===== src/rtl/l4_parse_sequencer.sv =====
// L2/L3 header snooper that steers tcp_udp_parser layer selects and counts packet classes.
// Build option: define L4_PARSE_SEQ_QINQ_EN to accept 0x88A8/0x8100 double-tagged frames.
module l4_parse_sequencer #(
  parameter int cnt_w  = 32,
  parameter int wcnt_w = 4
) (
  input  logic              clk_i,
  input  logic              rst_n_i,
  input  logic              parse_en_i,
  input  logic              cnt_clr_i,
  input  logic [63:0]       pkt_data_i,
  input  logic [2:0]        pkt_mod_i,
  input  logic              pkt_sop_i,
  input  logic              pkt_eop_i,
  input  logic              pkt_en_i,
  output logic              tcp_en_o,
  output logic              tcp_udp_ipv4_en_o,
  output logic              tcp_udp_ipv6_en_o,
  output logic              ip_6b_n2b_start_o,
  output logic [cnt_w-1:0]  tcp_cnt_o,
  output logic [cnt_w-1:0]  udp_cnt_o,
  output logic [cnt_w-1:0]  unparsed_cnt_o
);

`ifdef L4_PARSE_SEQ_QINQ_EN
  localparam bit QinqEn = 1'b1;
`else
  localparam bit QinqEn = 1'b0;
`endif

  typedef enum logic [2:0] {S_IDLE, S_L2, S_L3, S_L4, S_DROP} state_e;

  state_e              state_q, state_d;
  logic [wcnt_w-1:0]   wcnt_q, wcnt_d, cur_idx;
  logic [wcnt_w-1:0]   l4_word_q, l4_word_d;
  logic [1:0]          tags_q, tags_d;
  logic                ipv4_q, ipv4_d, ipv6_q, ipv6_d;
  logic                ip6b_q, ip6b_d, l3_ok_q, l3_ok_d, is_tcp_q, is_tcp_d;
  logic [cnt_w-1:0]    tcp_cnt_q, udp_cnt_q, unp_cnt_q;
  logic                tcp_inc, udp_inc, l2_exit, tag_ok, six_b, frag_ok, l4_hit, in_l4;
  logic [1:0]          unp_inc;
  logic [15:0]         et;
  logic [7:0]          hdr, f0, f1, pr, proto;
  logic [2:0]          base;
  logic [6:0]          l4_sum;
  logic                unused_mod;

  assign unused_mod = ^pkt_mod_i;

  function automatic logic [7:0] get_byte(input logic [63:0] d, input logic [2:0] n);
    return d[8*(7-int'(n)) +: 8];
  endfunction

  assign cur_idx = pkt_sop_i ? '0 : wcnt_q;

  // The L4 word itself must see its enables, so entry is decoded from the live word.
  assign l4_hit = pkt_en_i && !pkt_sop_i && (state_q == S_L3) && l3_ok_q &&
                  (wcnt_q >= l4_word_q);
  assign in_l4  = ((state_q == S_L4) && !(pkt_en_i && pkt_sop_i)) || l4_hit;

  assign tcp_en_o          = in_l4 && is_tcp_q;
  assign tcp_udp_ipv4_en_o = in_l4 && ipv4_q;
  assign tcp_udp_ipv6_en_o = in_l4 && ipv6_q;
  assign ip_6b_n2b_start_o = ip6b_q;
  assign tcp_cnt_o         = tcp_cnt_q;
  assign udp_cnt_o         = udp_cnt_q;
  assign unparsed_cnt_o    = unp_cnt_q;

  // NOTE: every variable written here gets a default first, otherwise a latch is inferred.
  always_comb begin
    state_d   = state_q;
    wcnt_d    = wcnt_q;
    l4_word_d = l4_word_q;
    tags_d    = tags_q;
    ipv4_d    = ipv4_q;
    ipv6_d    = ipv6_q;
    ip6b_d    = ip6b_q;
    l3_ok_d   = l3_ok_q;
    is_tcp_d  = is_tcp_q;
    tcp_inc   = 1'b0;
    udp_inc   = 1'b0;
    unp_inc   = 2'd0;
    l2_exit   = 1'b0;
    tag_ok    = 1'b1;
    six_b     = 1'b1;
    frag_ok   = 1'b0;
    et        = '0;
    hdr       = '0;
    base      = ip6b_q ? 3'd4 : 3'd0;
    f0        = get_byte(pkt_data_i, base);
    f1        = get_byte(pkt_data_i, base + 3'd1);
    pr        = get_byte(pkt_data_i, base + 3'd3);
    proto     = ipv6_q ? f0 : pr;
    l4_sum    = 7'd14 + {3'b000, tags_q, 2'b00} + (ipv6_q ? 7'd40 : 7'd20);

    if (pkt_en_i) begin
      wcnt_d = (cur_idx == '1) ? cur_idx : cur_idx + 1'b1;
      if (pkt_sop_i) begin
        if (state_q inside {S_L2, S_L3}) unp_inc = unp_inc + 2'd1;
        {tags_d, ipv4_d, ipv6_d, ip6b_d, l3_ok_d, is_tcp_d} = '0;
        l4_word_d = '0;
        if (parse_en_i) begin
          state_d = S_L2;
        end else begin
          state_d = S_DROP;
          unp_inc = unp_inc + 2'd1;
        end
      end else begin
        case (state_q)
          S_L2: begin
            if (cur_idx == wcnt_w'(1)) begin
              et  = {get_byte(pkt_data_i, 3'd4), get_byte(pkt_data_i, 3'd5)};
              hdr = get_byte(pkt_data_i, 3'd6);
              if (et == 16'h8100)                tags_d = 2'd1;
              else if (QinqEn && et == 16'h88A8) tags_d = 2'd2;
              else                               l2_exit = 1'b1;
            end else begin
              l2_exit = 1'b1;
              if (tags_q == 2'd2) begin
                tag_ok = {get_byte(pkt_data_i, 3'd0), get_byte(pkt_data_i, 3'd1)} == 16'h8100;
                et     = {get_byte(pkt_data_i, 3'd4), get_byte(pkt_data_i, 3'd5)};
                hdr    = get_byte(pkt_data_i, 3'd6);
              end else begin
                et     = {get_byte(pkt_data_i, 3'd0), get_byte(pkt_data_i, 3'd1)};
                hdr    = get_byte(pkt_data_i, 3'd2);
                six_b  = 1'b0;
              end
            end
            // IHL sits in the same word as the last EtherType for every tagging depth.
            if (l2_exit) begin
              ip6b_d = six_b;
              if (tag_ok && et == 16'h0800 && hdr[3:0] == 4'd5) begin
                ipv4_d  = 1'b1;
                state_d = S_L3;
              end else if (tag_ok && et == 16'h86DD) begin
                ipv6_d  = 1'b1;
                state_d = S_L3;
              end else begin
                state_d = S_DROP;
                unp_inc = unp_inc + 2'd1;
              end
            end
          end
          S_L3: begin
            if (!l3_ok_q) begin
              frag_ok = ipv6_q || ({f0[4:0], f1} == 13'd0);
              if (frag_ok && (proto == 8'd6 || proto == 8'd17)) begin
                l3_ok_d   = 1'b1;
                is_tcp_d  = (proto == 8'd6);
                l4_word_d = wcnt_w'(l4_sum[6:3]);
              end else begin
                state_d = S_DROP;
                unp_inc = unp_inc + 2'd1;
              end
            end else if (l4_hit) begin
              state_d = S_L4;
              tcp_inc = is_tcp_q;
              udp_inc = !is_tcp_q;
            end
          end
          default: ;
        endcase
      end
      if (pkt_eop_i) begin
        if (state_d inside {S_L2, S_L3}) unp_inc = unp_inc + 2'd1;
        state_d = S_IDLE;
      end
    end
  end

  // NOTE: sequential state uses non-blocking assignments so every register samples pre-edge values.
  always_ff @(posedge clk_i or negedge rst_n_i) begin
    if (!rst_n_i) begin
      state_q   <= S_IDLE;
      wcnt_q    <= '0;
      l4_word_q <= '0;
      tags_q    <= '0;
      ipv4_q    <= 1'b0;
      ipv6_q    <= 1'b0;
      ip6b_q    <= 1'b0;
      l3_ok_q   <= 1'b0;
      is_tcp_q  <= 1'b0;
      tcp_cnt_q <= '0;
      udp_cnt_q <= '0;
      unp_cnt_q <= '0;
    end else begin
      state_q   <= state_d;
      wcnt_q    <= wcnt_d;
      l4_word_q <= l4_word_d;
      tags_q    <= tags_d;
      ipv4_q    <= ipv4_d;
      ipv6_q    <= ipv6_d;
      ip6b_q    <= ip6b_d;
      l3_ok_q   <= l3_ok_d;
      is_tcp_q  <= is_tcp_d;
      if (cnt_clr_i) begin
        tcp_cnt_q <= '0;
        udp_cnt_q <= '0;
        unp_cnt_q <= '0;
      end else begin
        tcp_cnt_q <= tcp_cnt_q + cnt_w'(tcp_inc);
        udp_cnt_q <= udp_cnt_q + cnt_w'(udp_inc);
        unp_cnt_q <= unp_cnt_q + cnt_w'(unp_inc);
      end
    end
  end

endmodule


===== config.mk =====
export PLATFORM = sky130hd
export DESIGN_NAME = l4_parse_sequencer
export DESIGN_NICKNAME = d
export VERILOG_FILES = /design/src/rtl/l4_parse_sequencer.sv
export SDC_FILE = /design/constraint.sdc
export NUM_CORES = 1
export LEC_CHECK = 0
export ABC_CLOCK_PERIOD_IN_PS = 5000
export CORE_AREA = 2 2 153 140
export CTS_BUF_LIST = sky130_fd_sc_hd__clkbuf_16
export DETAILED_ROUTE_END_ITERATION = 10
export DIE_AREA = 0 0 155 142
export GPL_TIMING_DRIVEN = 0
export PLACE_DENSITY = 0.62
export SYNTH_ARGS = -nofsm -noshare
export SYNTH_HDL_FRONTEND = slang
export SYNTH_SLANG_ARGS = --single-unit

===== constraint.sdc =====
create_clock -name clk_i -period 5 [get_ports clk_i]
set_clock_uncertainty 0.15 [all_clocks]
set_input_delay 1 -clock clk_i [delete_from_list [all_inputs] [get_ports clk_i]]
set_output_delay 1 -clock clk_i [all_outputs]
set_load 0.05 [all_outputs]

==> flow_summary_export.csv <==
group,metric,value,unit
global_routing,grt_max_degree,95,
sta,period_needed,4.819,ns
die,coreArea,0.02046,mm2
critical_path,r2r-end,"unparsed_cnt_o[16]",
global_routing,globalRouteMet2Util,24.33,%
detailed_routing,drt-initial-drc-count,237,
detailed_routing,drtAntennaViolNets,0,
critical_path,critPathLaunchType,"primary input",
finish,fillCellCount,1937,
pwr,vdd.ir_drop.worst,0.1937,mV
die,die_area,0.02201,mm2
finish,nNetsFinal,927,
sta,hold_slack,0.2746,ns
detailed_routing,vias,5417,
global_routing,grt_use_met3,4.324,%
die,start_util,29.35,%
clocking,ctsLongestPathBuffers,2,
clocking,clkLatencyLatePin,0.41,ns
die,fp.dieW,155,um
critical_path,r2r-start,"ipv6_q",
critical_path,crit_path_start,"pkt_data_i[34]",
pwr,clkPwrFrac,50.6,%
detailed_routing,route.detailed.drc,0,
synth,ys_ff_latch,113,
global_routing,busiest_layer,"met2",
sta,maxSlewViolCount,0,
die,rows,50,
finish,synthToLayoutAreaGrowth,50.80,%
critical_path,crit_fanout,7,
clocking,cts_max_level,4,
critical_path,critical_path.max_stage_delay,0.52,ns
detailed_routing,viasPerCell,4.867,
pwr,seq_power_share,39.7,%
critical_path,crit_path_top_delay_cell,"mux4_2",
sta,worst_pin_slew,0.6197,ns
min_path,hold_path.class,"primary input to async pin",
critical_path,worst_r2r_path_depth,15,
global_routing,antenna_found_initial,1,
placement,io_buffers,160,
pwr,power,2.358,mW
pwr,pwr-share-comb,9.8,%
synth,syn_nets,720,
global_routing,grtUsageMet1,20.72,%
die,io_pins,174,
synth,yosysWarnings,0,
global_routing,grt_pass1_wl,26990,um
clocking,numCtsBuffers,17,
pwr,p_leak,3.905,nW
synth,syn_avg_cell_area,9.501,um2
placement,gp_congestion,0.7974,
critical_path,end_kind,"flip-flop",
synth,netlist-cell-type-count,55,
detailed_routing,route.detailed.wl_per_inst,15.06,um
global_routing,grtUsageTotal,15.42,%
clocking,clockRootBuffer,"clkbuf_16",
pwr,intPower,1.800,mW
sta,fin_crit_sh,96.37,%
pwr,p_per_area,260.4,mW/mm2
sta,relSlewSlack,58.69,%
synth,yosysSeqAreaShare,47.09,%
die,fp.dieH,142,um
critical_path,critPathKind,"primary input to flip-flop",
sta,finalHoldViolCount,0,
placement,place_inst,1053,
clocking,cts_tree,"built",
detailed_routing,finalWirelength,16760,um
detailed_routing,drt_pass1_iterations,4,
critical_path,crit_required,5.18,ns
pwr,sw_frac_of_total,23.65,%
placement,hpwl,11900,um
finish,final_util,44.26,%
critical_path,path_cells,"clkdlybuf4s50_1 > mux4_2 > o31a_4 > a211oi_4 > o22ai_4 > o41ai_4 > o2111a_1 > mux2i_1 > ha_2 > fa_2 > nand3_4 > nor3_4 > nand2_4 > or3_1 > a21oi_1",
finish,drive_above_1_share,11.74,%
global_routing,grt_pass1_vias,5296,
critical_path,ff2ff_setup_slack,0.37,ns
synth,synth_area,0.006005,mm2
clocking,path_clk_slew,0.05,ns
synth,ys.flop_type,"dfrtp_1",
synth,async_flop_share,100.0,%
run_status,run_status,"complete, no violations",
synth,synth-edff-count,0,
sta,max_freq,207.5,MHz
pwr,p_sw,0.5577,mW
synth,syn_inst,632,
finish,stdcell_count,1113,
global_routing,overflow,0,
run,drv_cap,0,
clocking,cts.sinks,113,
critical_path,critPathArrivalTime,5.00,ns
sta,setup_viol,0,
## registers in the layout (all words and copies together), names as in the netlist, 3 cells and up
name / cells
unparsed_cnt_o: 32
tcp_cnt_o: 32
l4_word_q: 4
wcnt_q: 4
state_q: 3
udp_cnt_o: 32
## stage by stage
step	instance area, um2	TNS [ns]	setup WS [ns]
after global routing	9055	-0.01371	-0.01371
final	9055	0	0.1813
after global placement	7944	-239.83	-1.918
after floorplan	6017	0	0.01764
after detailed placement	7973	-25.54	-1.352
after CTS	8737	0	0.01341
## placed cells by master, fill, tap and decap left out, types with 5 or more instances in the layout
| cell type | count |
|---|---|
| xor2_1 | 55 |
| nand3_1 | 35 |
| and4_1 | 6 |
| nand2_1 | 40 |
| clkdlybuf4s50_1 | 137 |
| o21ai_0 | 19 |
| or3_1 | 17 |
| nor2_1 | 106 |
| inv_1 | 21 |
| nor3_1 | 10 |
| and3_1 | 12 |
| ha_1 | 11 |
| nor2b_1 | 7 |
| and2_1 | 7 |
| dlymetal6s2s_1 | 22 |
| clkinv_2 | 5 |
| xnor2_1 | 24 |
| clkbuf_1 | 13 |
| dfrtp_1 | 113 |
| clkbuf_16 | 17 |
| a21oi_1 | 25 |
| buf_4 | 27 |
| nand4_1 | 27 |
| nand2b_1 | 6 |
## cells by family (layout without fill, tap and decap cells)
family,count (synthesis),count (layout),synth area share [%]
AO/OA/AOI/OAI,77,77,8.856
flip-flops,113,113,47.09
other,0,1,0
buffers and inverters,37,257,2.438
multiplexers,7,7,2.063
XOR/XNOR,79,79,11.52
adder cells (fa/ha/maj),14,14,3.042
AND/OR/NAND/NOR,305,305,24.98
## layer usage
metal  vias to the layer above  share of wire [%]
met2                       128                 47
met1                      2624                 46
met3                        21                5.2
met5                         -                  0
met4                         0                1.7
li1                       2644                  -
## cell usage after synthesis, drive strengths merged (2+ instances only)
| master | number | area, um2 |
|---|---|---|
| a21o | 4 | 30.03 |
| a21oi | 26 | 130.1 |
| a221o | 2 | 22.52 |
| a22o | 3 | 26.28 |
| and2 | 7 | 43.79 |
| and3 | 12 | 75.07 |
| and4 | 6 | 52.55 |
| buf | 2 | 15.01 |
| clkbuf | 15 | 56.30 |
| dfrtp | 113 | 2828 |
| ha | 13 | 162.7 |
| inv | 20 | 75.07 |
| mux2i | 3 | 30.03 |
| mux4 | 4 | 93.84 |
| nand2 | 43 | 161.4 |
| nand2b | 7 | 43.79 |
| nand3 | 37 | 185.2 |
| nand4 | 27 | 168.9 |
| nor2 | 109 | 409.1 |
| nor2b | 7 | 43.79 |
| nor3 | 13 | 65.06 |
| nor4 | 9 | 56.30 |
| nor4bb | 2 | 20.02 |
| o21a | 3 | 22.52 |
| o21ai | 21 | 105.1 |
| o22ai | 3 | 25.02 |
| or2 | 2 | 12.51 |
| or3 | 18 | 112.6 |
| or4 | 2 | 15.01 |
| xnor2 | 24 | 210.2 |
| xor2 | 55 | 481.7 |
## area by class of cell
| class | instances | area (um2) | area share [%] |
|---|---|---|---|
| antenna | 1 | 2.502 | 0.02764 |
| sequential | 113 | 2828 | 31.23 |
| tap | 260 | 325.3 | 3.593 |
| clock buffer | 17 | 425.4 | 4.698 |
| inverter | 20 | 75.07 | 0.8291 |
| multi-input combinational | 482 | 3269 | 36.11 |
| buffer | 17 | 91.34 | 1.009 |
| timing repair buffer | 188 | 1888 | 20.85 |
| clock inverter | 15 | 150.1 | 1.658 |
## how the worst max path moves through the flow
stage                     slack [ns]                  to  cells after the start
after floorplan                 0.02  unparsed_cnt_o[29]                     20
after global placement         -1.92        tcp_cnt_o[9]                      1
after detailed placement       -1.35  unparsed_cnt_o[31]                     21
after CTS                       0.01  unparsed_cnt_o[28]                     18
after global routing           -0.01  unparsed_cnt_o[31]                     17
final                           0.18  unparsed_cnt_o[16]                     15
## worst max-delay path: cells and delay by family
family	cells	cell delay (ns)
buffers and inverters	1	0.41
adder cells (fa/ha/maj)	2	0.49
AO/OA/AOI/OAI	6	1.54
AND/OR/NAND/NOR	4	0.83
multiplexers	2	0.73
## timing repair
action / CTS / global route
pin swaps: 11 / 21
endpoints found under the setup margin: 26 / 20
resized for setup: 27 / 44
setup buffers: 10 / 17
hold buffers: 0 / 0
## power groups by stage
stage / sequential [mW] / combinational (mW) / clock (mW)
5_1_grt: 0.937 / 0.252 / 1.27
2_1_floorplan: 0.962 / 0.0826 / 0
3_3_place_gp: 0.951 / 0.200 / 0
3_5_place_dp: 0.951 / 0.204 / 0
6_report: 0.935 / 0.230 / 1.19
4_1_cts: 0.935 / 0.217 / 1.22
Power figures use the tool's default switching activity.
